`src/rtl/control_sequencer_pkg.sv`:
```
// control_pkg: shared types, field positions and constants for control_sequencer.
//   state_t      FETCH/EXEC/HALT state encoding
//   ir_width     instruction width from field widths, layout {bit7, dest, bit3, source}
//   *_pos/dst_lo bit positions of the instruction fields
//   cond_vec     jump condition vector indexed by {bit7, bit3}
package control_pkg;
  typedef enum logic [1:0] {FETCH, EXEC, HALT} state_t;
  localparam int DST_IR = 0;
  localparam int SRC_ROM = 1;
  localparam int HALT_OP = 0;
  localparam int COND_ALWAYS = 0;
  localparam int COND_ZERO = 1;
  localparam int COND_CARRY = 2;
  localparam int COND_SHIFT = 3;
  function automatic int ir_width(int dst_w, int src_w);
    return dst_w + src_w + 2;
  endfunction
  function automatic int bit3_pos(int src_w);
    return src_w;
  endfunction
  function automatic int dst_lo(int src_w);
    return src_w + 1;
  endfunction
  function automatic int bit7_pos(int dst_w, int src_w);
    return dst_w + src_w + 1;
  endfunction
  // flags = {flagShift, flagCarry, aIsZero}
  function automatic logic [3:0] cond_vec(logic [2:0] flags);
    logic [3:0] v;
    v[COND_ALWAYS] = 1'b1;
    v[COND_ZERO] = flags[0];
    v[COND_CARRY] = flags[1];
    v[COND_SHIFT] = flags[2];
    return v;
  endfunction
endpackage

```
`src/rtl/control_sequencer_onehot_decoder.sv`:
```
// onehot_decoder: index to active-low one-hot with enable.
//   i_idx  in  W      selected index
//   i_en   in  1      when 0, output is all ones
//   o_bar  out 2^W    active-low one-hot
module onehot_decoder #(
  parameter int W = 3
) (
  input  logic [W-1:0]    i_idx,
  input  logic            i_en,
  output logic [2**W-1:0] o_bar
);
  always_comb begin
    o_bar = '1;
    if (i_en) o_bar[i_idx] = 1'b0;
  end
endmodule

```
`src/rtl/control_sequencer.sv`:
```
// control_sequencer: two-phase FETCH/EXEC/HALT control unit for the nic8 datapath.
//   clk        in   rising-edge clock
//   resetBar   in   synchronous active-low reset
//   romData    in   instruction word, captured in FETCH
//   stepEn     in   advance enable; 0 holds all state and suppresses triggers
//   flags      in   {flagShift, flagCarry, aIsZero}
//   loadBar    out  active-low destination load (0 = IR, last = PC)
//   triggerBar out  loadBar gated with the low clock phase and stepEn
//   assertBar  out  active-low bus source enable
//   doSubtract/doCarryIn/doShiftIn out  ALU mode bits from IR
//   doJump     out  PC loads from bus this EXEC
//   pcInc      out  PC increments at the end of this cycle
//   halted     out  FSM in HALT
//   retired    out  retired instruction count (wraps)
module control_sequencer
  import control_pkg::*;
#(
  parameter int DST_W = 3,
  parameter int SRC_W = 3,
  parameter int CNT_W = 16,
  localparam int IR_W = ir_width(DST_W, SRC_W)
) (
  input  logic                clk,
  input  logic                resetBar,
  input  logic [IR_W-1:0]     romData,
  input  logic                stepEn,
  input  logic [2:0]          flags,
  output logic [2**DST_W-1:0] loadBar,
  output logic [2**DST_W-1:0] triggerBar,
  output logic [2**SRC_W-1:0] assertBar,
  output logic                doSubtract,
  output logic                doCarryIn,
  output logic                doShiftIn,
  output logic                doJump,
  output logic                pcInc,
  output logic                halted,
  output logic [CNT_W-1:0]    retired
);
  localparam int B7 = bit7_pos(DST_W, SRC_W);
  localparam int B3 = bit3_pos(SRC_W);
  localparam int DLO = dst_lo(SRC_W);
  state_t r_state, w_next;
  logic [IR_W-1:0] r_ir;
  logic [CNT_W-1:0] r_retired;
  logic [DST_W-1:0] w_dst;
  logic [SRC_W-1:0] w_src;
  logic [2**DST_W-1:0] w_dst_bar;
  logic [3:0] w_cond;
  logic w_b7, w_b3, w_exec, w_halt_op, w_en, w_go;
  assign w_dst = r_ir[DLO +: DST_W];
  assign w_src = r_ir[SRC_W-1:0];
  assign w_b7 = r_ir[B7];
  assign w_b3 = r_ir[B3];
  assign w_exec = r_state == EXEC;
  // HALT is the all-zero word: dest IR with source 0
  assign w_halt_op = (w_dst == DST_W'(DST_IR)) && (r_ir == IR_W'(HALT_OP));
  assign w_en = w_exec && !w_halt_op;
  // reset behaves like a dropped stepEn for the gated outputs, so an aborted EXEC fires nothing
  assign w_go = stepEn && resetBar;
  assign w_cond = cond_vec(flags);
  onehot_decoder #(.W(DST_W)) u_dst (.i_idx(w_dst), .i_en(w_en), .o_bar(w_dst_bar));
  onehot_decoder #(.W(SRC_W)) u_src (.i_idx(w_src), .i_en(w_en), .o_bar(assertBar));
  assign doJump = w_exec && (w_dst == '1) && w_cond[{w_b7, w_b3}];
  // PC load is masked by the jump condition; doJump is 0 for any other dest, keeping that bit high
  assign loadBar = w_dst_bar | {~doJump, {(2**DST_W-1){1'b0}}};
  assign triggerBar = loadBar | {(2**DST_W){clk | ~w_go}};
  assign pcInc = w_go && (r_state == FETCH || (w_en && w_src == SRC_W'(SRC_ROM)));
  assign doSubtract = w_b3;
  assign doShiftIn = w_b3;
  assign doCarryIn = w_b7;
  assign halted = r_state == HALT;
  assign retired = r_retired;
  always_comb begin
    w_next = r_state;
    if (stepEn) w_next = r_state == FETCH ? EXEC : w_exec ? (w_halt_op ? HALT : FETCH) : HALT;
  end
  always_ff @(posedge clk) begin
    if (!resetBar) begin
      r_state <= FETCH;
      r_ir <= '0;
      r_retired <= '0;
    end else begin
      r_state <= w_next;
      if (stepEn && r_state == FETCH) r_ir <= romData;
      if (stepEn && w_exec) r_retired <= r_retired + 1'b1;
    end
  end
endmodule

```
`config.mk`:
```
export PLATFORM = sky130hd
export DESIGN_NAME = control_sequencer
export DESIGN_NICKNAME = d
export VERILOG_FILES = /design/src/rtl/control_sequencer_pkg.sv /design/src/rtl/control_sequencer_onehot_decoder.sv /design/src/rtl/control_sequencer.sv
export SDC_FILE = /design/constraint.sdc
export NUM_CORES = 1
export LEC_CHECK = 0
export ABC_AREA = 1
export ABC_CLOCK_PERIOD_IN_PS = 1700
export BUFFER_PORTS_ARGS = -buffer_cell sky130_fd_sc_hd__buf_2
export CORE_ASPECT_RATIO = 0.5
export CORE_MARGIN = 5
export CORE_UTILIZATION = 40
export CTS_CLUSTER_DIAMETER = 80
export DETAILED_ROUTE_END_ITERATION = 16
export GPL_ROUTABILITY_DRIVEN = 0
export PLACE_DENSITY = 0.75
export SKIP_LAST_GASP = 1
export SLEW_MARGIN = 0
export SYNTH_ARGS = -nofsm -noshare
export SYNTH_HDL_FRONTEND = slang
export SYNTH_HIERARCHICAL = 1
export SYNTH_SLANG_ARGS = --single-unit
```
`constraint.sdc`:
```
create_clock -name clk -period 1.7 [get_ports clk]
set_clock_uncertainty 0.1 [all_clocks]
set_input_delay 0.255 -clock clk [delete_from_list [all_inputs] [get_ports clk]]
set_output_delay 0.255 -clock clk [all_outputs]
set_load 0.01 [all_outputs]
```
Word-level counts from Yosys, hierarchy flattened
Index checks and enable logic that the tools add are counted.

word-level totals
  output and inout port bits = 46
  input port bits = 14
  bits in registers = 26
  logic and storage cells = 47

cells by class
  add/subtract/negate cells = 1
  mux-type cells = 11
  reductions and logical operators = 16
  equality and inequality tests = 4
  bitwise gates (word level) = 7
  $lt $le $gt $ge = 5

operators with widths
  operator                                                           count
  adder 16 x 1 -> 16 bit, second input constant                      1
  two-way mux 8 bit                                                  2
  NOT 8 bit                                                          2
  OR 8 bit                                                           2
  logical AND 1 bit                                                  11
  logical NOT 8 bit                                                  1
  < comparator 3 x 4 -> 1 bit, second input constant                 2
  demux 1 bit (select 3 bit)                                         2
  greater-or-equal comparator 3 x 1 -> 1 bit, second input constant  2
  two-way mux 2 bit                                                  3
  == test 3 x 1 -> 1 bit, second input constant                      1
  == test 3 bit, second input constant                               1
  logical NOT 3 bit                                                  1
  < comparator 2 x 3 -> 1 bit, second input constant                 1
  two-way mux 1 bit                                                  3
  binary-select mux 1 bit (select 2 bit)                             1
  == test 2 x 1 -> 1 bit, second input constant                      1
  == test 2 bit, second input constant                               1
  logical NOT 2 bit                                                  1
  NOT 1 bit                                                          2
  logical NOT 1 bit                                                  1
  logical OR 1 bit                                                   1
  OR 1 bit                                                           1

Logic depth before layout (Yosys ltp)
  depth after elaboration = 8
  mapped depth = 9
  gate-level depth less buffers = 9

Cells and area by module
The synthesis kept the hierarchy.

modules (own cells, without submodules)
  module             area an instance (um^2)  sequential area each (um^2)  cells an instance  instances
  control_sequencer  1348.8                   520.5                        210                1
  onehot_decoder     73.8                     0.0                          19                 2

==> impl_results.md <==
- Status: finished with violations
- Failing checks: negative setup slack
- CP Launch Point: r_ir[5]$_SDFFE_PN0P_
- Global route overflow: 0
- Most used cell, CP: nor2_4
- Worst-margin pin slew: between 0.3 and 0.4 ns
- Worst Path Arrival: around 1.7 ns
- Critical path cell sequence: inv_2 > nand4_1 > nor2_4 > nor2_4 > inv_2 > nor2_4 > nand2_1 > inv_1 > nand2_1 > buf_2
- R2r worst-path depth: 6
- Top delay family on crit path: simple AND/OR/NAND/NOR gates
- Cell Count, Final, Fillers Out: 387
- Hold WC Path Type: input port to flop
- Synthesized area: about 1500 um2
- Critical path class: flop to primary output
- Crit Path Max Fanout: 4
- Via count: approximately 1,800
- Ys async rst share: 0%
- Net total in the final layout: 351
- Total track usage: 18.51%
- Synth Flop Type: dfxtp_1
- Post-route clock period utilization: 119.3%
- Max cap viols: 0
- Final worst setup slack: -0.3274 ns
- Pins Over Slew Limit: 0
- Hold_ws: approximately 0.03 ns
- PwrDens: 702.5 nW/um2
- IO Pins: 60
- First-pass GRT wire length: between 6000 and 7000 um
- Synthesized area per cell: about 6 um2
- Critical Path Start Type: flop
- Hold buffer count at CTS: 0
- P_leak: 1.124 nW
- Post-Synthesis Cells: roughly 250
- RSZ-0062 raised after global routing: yes
- Seq/Total Area, Yosys: between 30% and 40%
- Synth Net Count: 263
- Via density: between 4 and 5
- Critical Path RT: 1.34 ns
- FF-to-FF End: r_ir[3]$_SDFFE_PN0P_
- Final setup viols: 35
- Layout cells sized above 1: a little over two fifths
- Post-layout util: between 60 and 70%
- Die ar.: about 5100 um2
- Internal reg-to-reg setup slack: about 0.13 ns
- Worst Setup End Kind: primary output
- Worst path depth: 10
- Overall power: ~1.6 mW
- Synthesis-stage register bit count: 26
- Cell variety after synth: 23
- Die height: about 53 um
- Placed cells: around 360
- Clock Latency Late Sink: ~0.4 ns
- Worst ir drop on vdd: between 400 and 500 uV
- Initial DRC Count: 52
- Crit path to: triggerBar[0]
- Num rows: 15
- Count of input and output buffers: just under 60
- Ys Warns: 6
- Worst hold stages: 3
- Fin crit period: between 2 and 2.5 ns
- Starting density of the core: a little over two fifths
- Setup WS pre-CTS: -0.06722 ns
- Antenna Cells: 0
- DRT Pass-1 Iters: 4
- Fillers: between 300 and 400
- Hpwl dp: roughly 3200 um
- Final setup TNS: -6.603 ns
- Placed Area: about 1900 um2
- Reg2reg start: r_state[0]$_SDFFE_PN0P_
- Post-synth EDFFs: 0
- Post-route ant nets: 0
- Worst Path Buf+Inv: 4
- Vias in the first global route: between 1,500 and 2,000
- Area delta synth->final: 53.18%
- Core area: roughly 3500 um2
- Worst slew margin: about three quarters
- # DRC: 0
- Slowest cell on crit path: dfxtp_2
- Reg clk slew, reported paths: roughly 0.090 ns
- CTS tree: built
- Worst path max stage delay: approximately 0.35 ns
- Mean routed wirelength per cell: ~12 um
- Largest net degree at the start of global routing: 22
- Max frequency: slightly below 500 MHz
- Die X: 96.50 um
- Initial antenna violation count: 0
- Post-route cell area: between 2000 and 2500 um2
- Final Hold Fails: 0
- Total Routed Length: approximately 4700 um
[area by class of cell]
type / count / area, um2 / area share (%)
Multi-Input combinational cell: 164 / 855.8 / 37.34
Timing Repair Buffer: 75 / 480.5 / 20.96
Clock buffer: 17 / 153.9 / 6.714
Inverter: 54 / 205.2 / 8.952
Tap cell: 51 / 63.81 / 2.784
Sequential cell: 26 / 533.0 / 23.25
[timing repair]
| action | in CTS | in global routing |
|---|---|---|
| resized for setup | 33 | 30 |
| endpoints found under the setup margin | 36 | 37 |
| setup buffers | 11 | 5 |
| pin swaps | 12 | 15 |
[worst min path at each step]
stage                              endpoint                     from  slack [ns]
floorplan              r_ir[0]$_SDFFE_PN0P_                   stepEn        0.31
global placement    retired[5]$_SDFFE_PN0P_  retired[5]$_SDFFE_PN0P_        0.38
detailed placement  retired[5]$_SDFFE_PN0P_  retired[5]$_SDFFE_PN0P_        0.38
CTS                    r_ir[0]$_SDFFE_PN0P_               romData[0]        0.03
global route           r_ir[0]$_SDFFE_PN0P_               romData[0]        0.04
finish                 r_ir[0]$_SDFFE_PN0P_               romData[0]        0.03
[synth_stat cells, types with 2 or more instances]
master / count / area, um2
nand2_1: 61 / 229.0
inv_1: 52 / 195.2
nor2_1: 36 / 135.1
dfxtp_1: 26 / 520.5
o21ai_0: 17 / 85.08
a21oi_1: 16 / 80.08
nand3_1: 9 / 45.04
nand4_1: 8 / 50.05
nand2_2: 3 / 18.77
nor2_2: 3 / 18.77
clkbuf_1: 2 / 7.510
inv_2: 2 / 7.510
nor2_4: 2 / 22.52
o21bai_1: 2 / 15.01
[worst reg2reg max path: stages, from the launching register on]
cell     delay, ns
dfxtp_2       0.35
buf_6         0.13
nor2_4        0.12
buf_4         0.12
nand2_1       0.21
o21ai_0       0.35
a21oi_1       0.07
[cell families after synthesis]
group / synth area share, %
AND/OR/NAND/NOR: 36.04
adder cells (fa/ha/maj): 0.8360
flip-flops: 34.78
buffers and inverters: 14.88
AO/OA/AOI/OAI: 12.88
XOR/XNOR: 0.5854
[report_power, final]
group / leakage [nW] / switching, mW / internal [mW]
logic: 0.830 / 0.179 / 0.142
clock network: 0.0791 / 0.285 / 0.349
registers: 0.215 / 0.0197 / 0.636
total: 1.12 / 0.484 / 1.13
[state kept, by name, indices dropped and copies added, names as in the netlist]
register / cells
r_ir: 8
retired: 16
r_state: 2
[per-layer routing]
layer	routed length [um]	track usage, %
met5	0	0
met4	78	11.40
met3	329	9.375
met2	2355	29.68
met1	1906	19.59
[cells in the final DEF (no fill, tap or decap), drive strengths merged]
cell type,n
o21bai,2
o21ai,18
clkbuf,9
xor2,1
buf,83
nand2,64
ha,1
dfxtp,26
nor4,1
nand3b,1
inv,54
and2,1
a211oi,1
nand3,9
a21oi,16
nand4,8
nor2,41
(Power assumes the default switching activity.)
